[config.mk]
export PLATFORM = sky130hd
export DESIGN_NAME = ahb_bus_matrix_input_hold_flat
export DESIGN_NICKNAME = d
export VERILOG_FILES = /design/src/rtl/ahb_bus_matrix_pkg.sv /design/src/rtl/ahb_bus_matrix_input_hold_if.sv /design/src/rtl/ahb_bus_matrix_input_hold.sv /design/src/flat_wrapper.sv
export SDC_FILE = /design/constraint.sdc
export NUM_CORES = 1
export LEC_CHECK = 0
export ABC_AREA = 1
export CAP_MARGIN = 20
export CORE_ASPECT_RATIO = 1.2
export CORE_MARGIN = 2
export CORE_UTILIZATION = 40
export CTS_CLUSTER_SIZE = 25
export DETAILED_ROUTE_END_ITERATION = 16
export PLACE_DENSITY = 0.75
export SYNTH_ARGS = -nofsm -noshare
export SYNTH_HDL_FRONTEND = slang
export SYNTH_SLANG_ARGS = --single-unit
[constraint.sdc]
create_clock -name HCLK -period 1.4 [get_ports HCLK]
set_clock_uncertainty 0.15 [all_clocks]
set_input_delay 0.28 -clock HCLK [delete_from_list [all_inputs] [get_ports HCLK]]
set_output_delay 0.28 -clock HCLK [all_outputs]
set_load 0.03 [all_outputs]
[src/rtl/ahb_bus_matrix_pkg.sv]
// ============================================================================
// Module : ahb_bus_matrix_pkg
// Brief  : Shared AHB encodings and types for the bus matrix input stage.
// Rev    : 1.0  initial release
// ============================================================================
`default_nettype none

package ahb_bus_matrix_pkg;

    localparam logic [1:0] TRN_IDLE   = 2'b00;
    localparam logic [1:0] TRN_BUSY   = 2'b01;
    localparam logic [1:0] TRN_NONSEQ = 2'b10;
    localparam logic [1:0] TRN_SEQ    = 2'b11;

    localparam logic [2:0] BRS_SINGLE = 3'b000;
    localparam logic [2:0] BRS_INCR   = 3'b001;
    localparam logic [2:0] BRS_WRAP4  = 3'b010;
    localparam logic [2:0] BRS_INCR4  = 3'b011;
    localparam logic [2:0] BRS_WRAP8  = 3'b100;
    localparam logic [2:0] BRS_INCR8  = 3'b101;
    localparam logic [2:0] BRS_WRAP16 = 3'b110;
    localparam logic [2:0] BRS_INCR16 = 3'b111;

    localparam logic RSP_OKAY  = 1'b0;
    localparam logic RSP_ERROR = 1'b1;

    typedef enum logic [0:0] {
        ST_IDLE = 1'b0,
        ST_HELD = 1'b1
    } hold_state_t;

endpackage

`default_nettype wire

[src/rtl/ahb_bus_matrix_input_hold_if.sv]
// ============================================================================
// Module : ahb_bus_matrix_input_hold_if
// Brief  : Master-port and output-stage signal bundle of the input hold stage.
// Rev    : 1.0  initial release
// ============================================================================
`default_nettype none

interface ahb_bus_matrix_input_hold_if #(
    parameter int ADDR_WIDTH = 32,
    parameter int PROT_WIDTH = 4
);
    logic                  HSELS;
    logic [ADDR_WIDTH-1:0] HADDRS;
    logic [1:0]            HTRANSS;
    logic                  HWRITES;
    logic [2:0]            HSIZES;
    logic [2:0]            HBURSTS;
    logic [PROT_WIDTH-1:0] HPROTS;
    logic                  HMASTLOCKS;
    logic                  HREADYS;
    logic                  active_trans;
    logic                  HREADYMUXS;
    logic                  HRESPMUXS;

    logic                  sel_trans;
    logic [ADDR_WIDTH-1:0] HADDRM;
    logic [1:0]            HTRANSM;
    logic                  HWRITEM;
    logic [2:0]            HSIZEM;
    logic [2:0]            HBURSTM;
    logic [PROT_WIDTH-1:0] HPROTM;
    logic                  HMASTLOCKM;
    logic                  HREADYOUTS;
    logic                  HRESPS;

    // The input stage is the slave of its master port
    modport slave (
        input  HSELS, HADDRS, HTRANSS, HWRITES, HSIZES, HBURSTS, HPROTS,
               HMASTLOCKS, HREADYS, active_trans, HREADYMUXS, HRESPMUXS,
        output sel_trans, HADDRM, HTRANSM, HWRITEM, HSIZEM, HBURSTM, HPROTM,
               HMASTLOCKM, HREADYOUTS, HRESPS
    );

    modport master (
        output HSELS, HADDRS, HTRANSS, HWRITES, HSIZES, HBURSTS, HPROTS,
               HMASTLOCKS, HREADYS, active_trans, HREADYMUXS, HRESPMUXS,
        input  sel_trans, HADDRM, HTRANSM, HWRITEM, HSIZEM, HBURSTM, HPROTM,
               HMASTLOCKM, HREADYOUTS, HRESPS
    );
endinterface

`default_nettype wire

[src/rtl/ahb_bus_matrix_input_hold.sv]
// ============================================================================
// Module : ahb_bus_matrix_input_hold
// Brief  : Per-master AHB input stage; passes or holds the address phase.
//          Optional macro AHB_INPUT_HOLD_LOCK_IDLE_EN: locked IDLE requests.
// Rev    : 1.0  initial release
// ============================================================================
`default_nettype none

module ahb_bus_matrix_input_hold
    import ahb_bus_matrix_pkg::*;
#(
    parameter int ADDR_WIDTH = 32,
    parameter int PROT_WIDTH = 4
) (
    input  wire                          HCLK,
    input  wire                          HRESETn,
    ahb_bus_matrix_input_hold_if.slave   bus
);

    hold_state_t           state;
    hold_state_t           state_nxt;
    logic                  pend;
    logic                  new_trans;
    logic                  accept;
    logic                  capture;
    logic                  data_phase;

    logic [ADDR_WIDTH-1:0] held_addr;
    logic [1:0]            held_trans;
    logic                  held_write;
    logic [2:0]            held_size;
    logic [2:0]            held_burst;
    logic [PROT_WIDTH-1:0] held_prot;
    logic                  held_lock;

`ifdef AHB_INPUT_HOLD_LOCK_IDLE_EN
    // Locked IDLE beats keep the arbiter request alive through a lock sequence
    assign new_trans = bus.HSELS & bus.HREADYS &
                       (bus.HTRANSS[1] | (bus.HMASTLOCKS & (bus.HTRANSS == TRN_IDLE)));
`else
    assign new_trans = bus.HSELS & bus.HTRANSS[1] & bus.HREADYS;
`endif

    assign pend    = (state == ST_HELD);
    assign accept  = bus.active_trans & bus.HREADYMUXS & (pend | new_trans);
    assign capture = (state == ST_IDLE) & new_trans & ~bus.active_trans;

    always_ff @(posedge HCLK or negedge HRESETn) begin
        if (!HRESETn) begin
            state <= ST_IDLE;
        end else begin
            state <= state_nxt;
        end
    end

    always_comb begin
        state_nxt = state;
        case (state)
            ST_IDLE: if (new_trans & ~bus.active_trans)     state_nxt = ST_HELD;
            ST_HELD: if (bus.active_trans & bus.HREADYMUXS) state_nxt = ST_IDLE;
            default: state_nxt = ST_IDLE;
        endcase
    end

    always_ff @(posedge HCLK or negedge HRESETn) begin
        if (!HRESETn) begin
            held_addr  <= '0;
            held_trans <= TRN_IDLE;
            held_write <= 1'b0;
            held_size  <= '0;
            held_burst <= BRS_SINGLE;
            held_prot  <= '0;
            held_lock  <= 1'b0;
        end else if (capture) begin
            held_addr  <= bus.HADDRS;
            held_trans <= bus.HTRANSS;
            held_write <= bus.HWRITES;
            held_size  <= bus.HSIZES;
            held_burst <= bus.HBURSTS;
            held_prot  <= bus.HPROTS;
            held_lock  <= bus.HMASTLOCKS;
        end
    end

    always_ff @(posedge HCLK or negedge HRESETn) begin
        if (!HRESETn) begin
            data_phase <= 1'b0;
        end else if (accept) begin
            data_phase <= 1'b1;
        end else if (bus.HREADYMUXS) begin
            data_phase <= 1'b0;
        end
    end

    assign bus.sel_trans  = pend | new_trans;
    assign bus.HADDRM     = pend ? held_addr  : bus.HADDRS;
    assign bus.HTRANSM    = pend ? held_trans : (new_trans ? bus.HTRANSS : TRN_IDLE);
    assign bus.HWRITEM    = pend ? held_write : bus.HWRITES;
    assign bus.HSIZEM     = pend ? held_size  : bus.HSIZES;
    assign bus.HBURSTM    = pend ? held_burst : bus.HBURSTS;
    assign bus.HPROTM     = pend ? held_prot  : bus.HPROTS;
    assign bus.HMASTLOCKM = pend ? held_lock  : bus.HMASTLOCKS;

    assign bus.HREADYOUTS = data_phase ? bus.HREADYMUXS : ~pend;
    assign bus.HRESPS     = data_phase ? bus.HRESPMUXS  : RSP_OKAY;

endmodule

`default_nettype wire

[src/flat_wrapper.sv]
// flat-port wrapper written by rule: the top's interface ports become plain ports
module ahb_bus_matrix_input_hold_flat import ahb_bus_matrix_pkg::*;
#(
    parameter int ADDR_WIDTH = 32,
    parameter int PROT_WIDTH = 4
)
  (HCLK, HRESETn, bus_HSELS, bus_HADDRS, bus_HTRANSS, bus_HWRITES, bus_HSIZES, bus_HBURSTS, bus_HPROTS, bus_HMASTLOCKS, bus_HREADYS, bus_active_trans, bus_HREADYMUXS, bus_HRESPMUXS, bus_sel_trans, bus_HADDRM, bus_HTRANSM, bus_HWRITEM, bus_HSIZEM, bus_HBURSTM, bus_HPROTM, bus_HMASTLOCKM, bus_HREADYOUTS, bus_HRESPS);
  ahb_bus_matrix_input_hold_if #(.ADDR_WIDTH(ADDR_WIDTH), .PROT_WIDTH(PROT_WIDTH)) bus_i ();
  input  wire HCLK;
  input  wire HRESETn;
  input wire logic [$bits(bus_i.HSELS)-1:0] bus_HSELS;
  input wire logic [$bits(bus_i.HADDRS)-1:0] bus_HADDRS;
  input wire logic [$bits(bus_i.HTRANSS)-1:0] bus_HTRANSS;
  input wire logic [$bits(bus_i.HWRITES)-1:0] bus_HWRITES;
  input wire logic [$bits(bus_i.HSIZES)-1:0] bus_HSIZES;
  input wire logic [$bits(bus_i.HBURSTS)-1:0] bus_HBURSTS;
  input wire logic [$bits(bus_i.HPROTS)-1:0] bus_HPROTS;
  input wire logic [$bits(bus_i.HMASTLOCKS)-1:0] bus_HMASTLOCKS;
  input wire logic [$bits(bus_i.HREADYS)-1:0] bus_HREADYS;
  input wire logic [$bits(bus_i.active_trans)-1:0] bus_active_trans;
  input wire logic [$bits(bus_i.HREADYMUXS)-1:0] bus_HREADYMUXS;
  input wire logic [$bits(bus_i.HRESPMUXS)-1:0] bus_HRESPMUXS;
  output wire logic [$bits(bus_i.sel_trans)-1:0] bus_sel_trans;
  output wire logic [$bits(bus_i.HADDRM)-1:0] bus_HADDRM;
  output wire logic [$bits(bus_i.HTRANSM)-1:0] bus_HTRANSM;
  output wire logic [$bits(bus_i.HWRITEM)-1:0] bus_HWRITEM;
  output wire logic [$bits(bus_i.HSIZEM)-1:0] bus_HSIZEM;
  output wire logic [$bits(bus_i.HBURSTM)-1:0] bus_HBURSTM;
  output wire logic [$bits(bus_i.HPROTM)-1:0] bus_HPROTM;
  output wire logic [$bits(bus_i.HMASTLOCKM)-1:0] bus_HMASTLOCKM;
  output wire logic [$bits(bus_i.HREADYOUTS)-1:0] bus_HREADYOUTS;
  output wire logic [$bits(bus_i.HRESPS)-1:0] bus_HRESPS;
  assign bus_i.HSELS = bus_HSELS;
  assign bus_i.HADDRS = bus_HADDRS;
  assign bus_i.HTRANSS = bus_HTRANSS;
  assign bus_i.HWRITES = bus_HWRITES;
  assign bus_i.HSIZES = bus_HSIZES;
  assign bus_i.HBURSTS = bus_HBURSTS;
  assign bus_i.HPROTS = bus_HPROTS;
  assign bus_i.HMASTLOCKS = bus_HMASTLOCKS;
  assign bus_i.HREADYS = bus_HREADYS;
  assign bus_i.active_trans = bus_active_trans;
  assign bus_i.HREADYMUXS = bus_HREADYMUXS;
  assign bus_i.HRESPMUXS = bus_HRESPMUXS;
  assign bus_sel_trans = bus_i.sel_trans;
  assign bus_HADDRM = bus_i.HADDRM;
  assign bus_HTRANSM = bus_i.HTRANSM;
  assign bus_HWRITEM = bus_i.HWRITEM;
  assign bus_HSIZEM = bus_i.HSIZEM;
  assign bus_HBURSTM = bus_i.HBURSTM;
  assign bus_HPROTM = bus_i.HPROTM;
  assign bus_HMASTLOCKM = bus_i.HMASTLOCKM;
  assign bus_HREADYOUTS = bus_i.HREADYOUTS;
  assign bus_HRESPS = bus_i.HRESPS;
  ahb_bus_matrix_input_hold #(.ADDR_WIDTH(ADDR_WIDTH), .PROT_WIDTH(PROT_WIDTH)) u_core (.HCLK(HCLK), .HRESETn(HRESETn), .bus(bus_i));
endmodule
# Word-level counts from Yosys, hierarchy flattened
# Index checks and enable logic that the tools add are counted.
dict set report totals {
  reg_bits 48
  word_cells 35
  out_inout_bits 49
  input_bits 53
}
dict set report op_classes {
  n_reduce_logical 1
  muxes 15
  bitwise 10
}
# operator count
set op_table {}
lappend op_table {{two-way mux 32 bit} 1}
lappend op_table {{two-way mux 1 bit} 8}
lappend op_table {{AND 1 bit} 7}
lappend op_table {{two-way mux 3 bit} 2}
lappend op_table {{two-way mux 2 bit} 2}
lappend op_table {{two-way mux 4 bit} 1}
lappend op_table {{inverter 1 bit} 2}
lappend op_table {{case mux 1 bit (2 select lines)} 1}
lappend op_table {{nonzero test 2 bit} 1}
lappend op_table {{bitwise OR 1 bit} 1}

# Logic depth before layout (Yosys ltp)
dict set report depth {
  depth_word 5
  ltp_mapped 7
  mapped_depth_nobuf 5
}

# Worst setup path after synthesis
# Ideal clock, no wire load.
dict set report synth_path {
  path_kind {register -> output}
  from {register u_core.state (netlist: u_core.pend)}
  to {output bus_HTRANSM[1]}
  t_arrival_ps 1382
  path_slack_ps -412
  path_stages_with_launch 6
  t_required_ps 970
  path_buffers 1
  cell_sequence {dfrtp_1 > inv_2 > buf_2 > nand2_1 > inv_1 > a21oi_1}
}
dict set report synth_via {
  elab_chain_cells 1
}
# item line
set synth_lines {}
lappend synth_lines {{from (decl)} ahb_bus_matrix_input_hold.sv:20} ;# hold_state_t state;
lappend synth_lines {{from (signal assigned)} ahb_bus_matrix_input_hold.sv:52} ;# state <= state_nxt;
lappend synth_lines {{two-way mux 2 bit} ahb_bus_matrix_input_hold.sv:97} ;# assign bus.HTRANSM = pend ? held_trans : (new_trans ? bus.HTRANSS : TRN_IDLE);
lappend synth_lines {{to (decl)} flat_wrapper.sv:25} ;# output wire logic [$bits(bus_i.HTRANSM)-1:0] bus_HTRANSM;
# No other way between the ends.

# Worst setup path after layout
dict set report layout_path {
  from {register u_core.state (netlist: u_core.pend)}
  to {output bus_HADDRM[29]}
}
dict set report layout_via {
  elab_chain_cells 1
}
# item line
set layout_lines {}
lappend layout_lines {{two-way mux 32 bit} ahb_bus_matrix_input_hold.sv:96} ;# assign bus.HADDRM = pend ? held_addr : bus.HADDRS;
lappend layout_lines {{to (decl)} flat_wrapper.sv:24} ;# output wire logic [$bits(bus_i.HADDRM)-1:0] bus_HADDRM;
# No other way between the ends.

==> results by stage <==
STA:
- Setup violations remaining at the end of the flow were counted as 95.
- Measured against its own limit, the worst slew margin works out to 0.802.
- The worst hold margin is 0.264 ns.
- At the pin with the least slew margin, the transition time is 0.296 ns.
- Setup repair after global routing could not meet its margin everywhere.
- The number of failing hold endpoints at the final stage is 0.
- For this run, the top clock speed supported by timing is 553 MHz.
- The number of max-slew violations in the final report is 0.
- The time the worst path needs with I/O delays and setup is 1.81 ns.
- Of the available clock period, the critical path in the final layout requires 1.29.
- The post-route worst setup slack is -0.408 ns.

Setup path:
- The arrival time at the worst endpoint is 1.38 ns.
- On the critical path, the stage with the largest delay is an instance of sky130_fd_sc_hd__dfrtp_2.
- The sort of element at the start of the critical path is a register.
- The highest fanout seen on the critical path is 8.
- The largest single stage delay on the critical path is 0.42 ns.
- Walking the worst path, the cells encountered are clkinv_4 > buf_12 > buf_16 > nand2_1 > nand2_2 > buf_6.
- The sort of element at the end of the critical path is an output pin.
- The required time at the worst-slack endpoint is 0.97 ns.
- The critical path in this run is classified as register to output pin.

Job:
- Max-cap violations in this run came to 0.

Clocking:
- The H-tree generated during clock tree synthesis spans 2 levels.
- The CTS clock-pin slew for the worst setup and hold paths is 0.08 ns.
- The maximum number of buffers from clock root to sink is 2.
- The total CTS buffers is 5.
- CTS placed an instance of sky130_fd_sc_hd__clkbuf_8 at the clock tree root.
- The insertion delay to the later sink of the worst-skew pair is 0.29 ns.
- The tree built by TritonCTS fans out to 48 sinks.
- TritonCTS built the clock tree.

Placement:
- The port buffer count is 101.
- The weighted congestion reported at the end of routability-driven placement is 0.710.
- The HPWL after detailed placement is 4.88 mm.
- The post-placement cell area is 3950 µm².

Power:
- The leakage power summed over all cells is 2.50 nW.
- The cell area power density is 983 nW/µm².
- The worst-case IR drop observed on VDD is 0.726 mV.

Layout:
- The finished cells cover 5000 µm².
- The signed area change from the synthesized netlist to the final layout is 90.9%.
- The final layout contains 567 nets.
- The commonest non-fill, non-tap cell in the layout is sky130_fd_sc_hd__nand2_2.
- The antenna cell count is 0.
- Leaving out fill and tap cells, the most frequent cells in the layout are 101 x sky130_fd_sc_hd__nand2_2, 100 x sky130_fd_sc_hd__nand2_1, 53 x sky130_fd_sc_hd__buf_4.
- Once layout is complete, the utilization of the core stands at 0.781.
- The fraction of final layout cells sized beyond drive strength 1 is 0.509.
- Counting the fill cells in the layout gives 449.

Synth:
- The compound-gate portion of the synthesized area was 0.00668.
- The total nets after synthesis is 421.
- The synthesized instance count is 368.
- The combinational family with the most area after synthesis is simple AND/OR/NAND/NOR gates.
- The synthesized-area fraction occupied by adder cells is 0.
- Counting distinct cell types in the post-synthesis netlist gives 15.
- The multiplexer fraction of the synthesized cell area is 0.
- The share of the Yosys chip area taken by registers is 0.458.
- The number of warnings printed during yosys synthesis is 0.
- Dividing the synthesized area by the synthesized cell count gives 7.12 µm².
- In this run the cell area of the synthesized design comes to 2620 µm².
- The register bit count reported by yosys is 48.
- The simple-gate portion of the synthesized area is 0.452.
- The synthesized-area fraction occupied by xor and xnor cells is 0.

Floorplanning:
- The die covers 7220 µm².
- The region available for standard cell placement spans 6410 µm².
- The placement row count is 32.
- The floorplan step set the die height to 92.7 µm.
- For this design the top-level I/O count stands at 102.
- For this configuration, the core starts out at a cell density of 0.409.
- The die is 77.9 µm wide.

Hold path:
- The type of the most critical hold path is input pin to register.

Route:
- For this run, design rule violations remaining after detail routing come to 0.
- The detail route stage leaves a number of antenna-violating nets equal to 0.
- The routed wire length is 9.46 mm.
- The total via count in the routed design is 3104.
- For this block, the initial DRC count from the detailed router was 211.
- The wire length per cell is 15.8 µm.
- The ratio of routed vias to standard cells is 5.17.
- The detailed-routing iteration count for the pre-antenna-repair pass is 5.

Global route:
- The via count of the first global-routing pass is 2904.
- In the global route stage, overall resource usage came out at 0.228.
- The largest net degree at the start of global routing is 49.
- The sum of overflow across all layers after global routing is 0.
- The global-route wire length before repair is 13.4 mm.
- The initial antenna violation count is 0.

Status:
- The flow ran to the end, but the final reports show violations.
- The final reports fail on setup timing.
-- synthesized netlist by cell type (all sizes together) --
master / n / area share
dfrtp: 48 / 0.46
buf: 23 / 0.065
nand2: 231 / 0.33
nand3: 3 / 0.0076
inv: 7 / 0.010
nand4: 45 / 0.11
clkbuf: 6 / 0.0086
a21oi: 2 / 0.0038
nor2: 2 / 0.0057
o21bai: 1 / 0.0029
-- state kept, by name (all words and copies together), names as in the netlist --
register	flops
u_core.held_lock	1
u_core.held_size	3
u_core.pend	1
u_core.held_trans	2
u_core.data_phase	1
u_core.held_prot	4
u_core.held_burst	3
u_core.held_write	1
u_core.held_addr	32
-- critical path: cells and delay by family, from the launching register on --
kind | cells | cell delay [ns]
simple gates | 2 | 0.12
flops | 1 | 0.42
buf+inv | 4 | 0.54
-- layout make-up --
class	count	area (µm²)	area share
Inverter	7	31.3	0.00625
Tap cell	85	106	0.0213
Sequential cell	48	1200	0.240
Multi-Input combinational cell	284	1710	0.342
Clock buffer	8	90.1	0.0180
Timing Repair Buffer	168	1860	0.372
-- power breakdown --
group | switching (mW) | internal, mW | total, mW
combinational | 1.11 | 1.06 | 2.17
clock | 0.453 | 0.404 | 0.857
sequential | 0.255 | 1.64 | 1.89
-- what timing repair did --
action                                  4_1_cts  5_1_grt
endpoints found under the setup margin       94       96
hold buffers                                  1        0
resized for setup                            50      125
gates cloned                                  3        8
buffers inserted                              6        6
hold endpoints to repair                     48        0
pin swaps                                     1        3
-- kinds of logic after synthesis --
| kind of cell | count (synthesis) |
|---|---|
| compound gates | 3 |
| buf+inv | 36 |
| flops | 48 |
| simple gates | 281 |
-- metal layers --
metal | global-route usage | routed length (µm) | vias to the layer above
li1 | - | - | 1473
met1 | 0.282 | 3620 | 1494
met2 | 0.414 | 5120 | 123
met3 | 0.0331 | 545 | 14
met4 | 0.0599 | 170 | 0
met5 | 0 | 0 | -
-- per-stage QoR --
stage	setup WS (ns)	TNS (ns)	power [mW]	std cells
after global routing	-0.461	-36.28	5.16	600
after detailed placement	-0.378	-20.26	3.40	568
after CTS	-0.380	-29.40	4.49	586
after global placement	-0.362	-18.74	3.36	568
after floorplan	-0.0182	-0.0358	2.75	368
final	-0.408	-31.64	4.92	600
-- worst paths after layout --
path                                           start                   end  slack [ns]  depth (start not counted)
worst max register to register           u_core.pend  u_core.held_addr[26]       -0.34                          8
min in group asynchronous                    HRESETn   u_core.held_addr[3]        0.33                          3
worst min register to register  u_core.held_burst[1]  u_core.held_burst[1]        0.33                          2
worst max-delay path                     u_core.pend        bus_HADDRM[29]       -0.41                          6
max in group asynchronous                    HRESETn           u_core.pend        0.50                          3
worst min-delay path                  bus_HTRANSS[1]  u_core.held_addr[19]        0.26                          5
(Power assumes the default switching activity.)
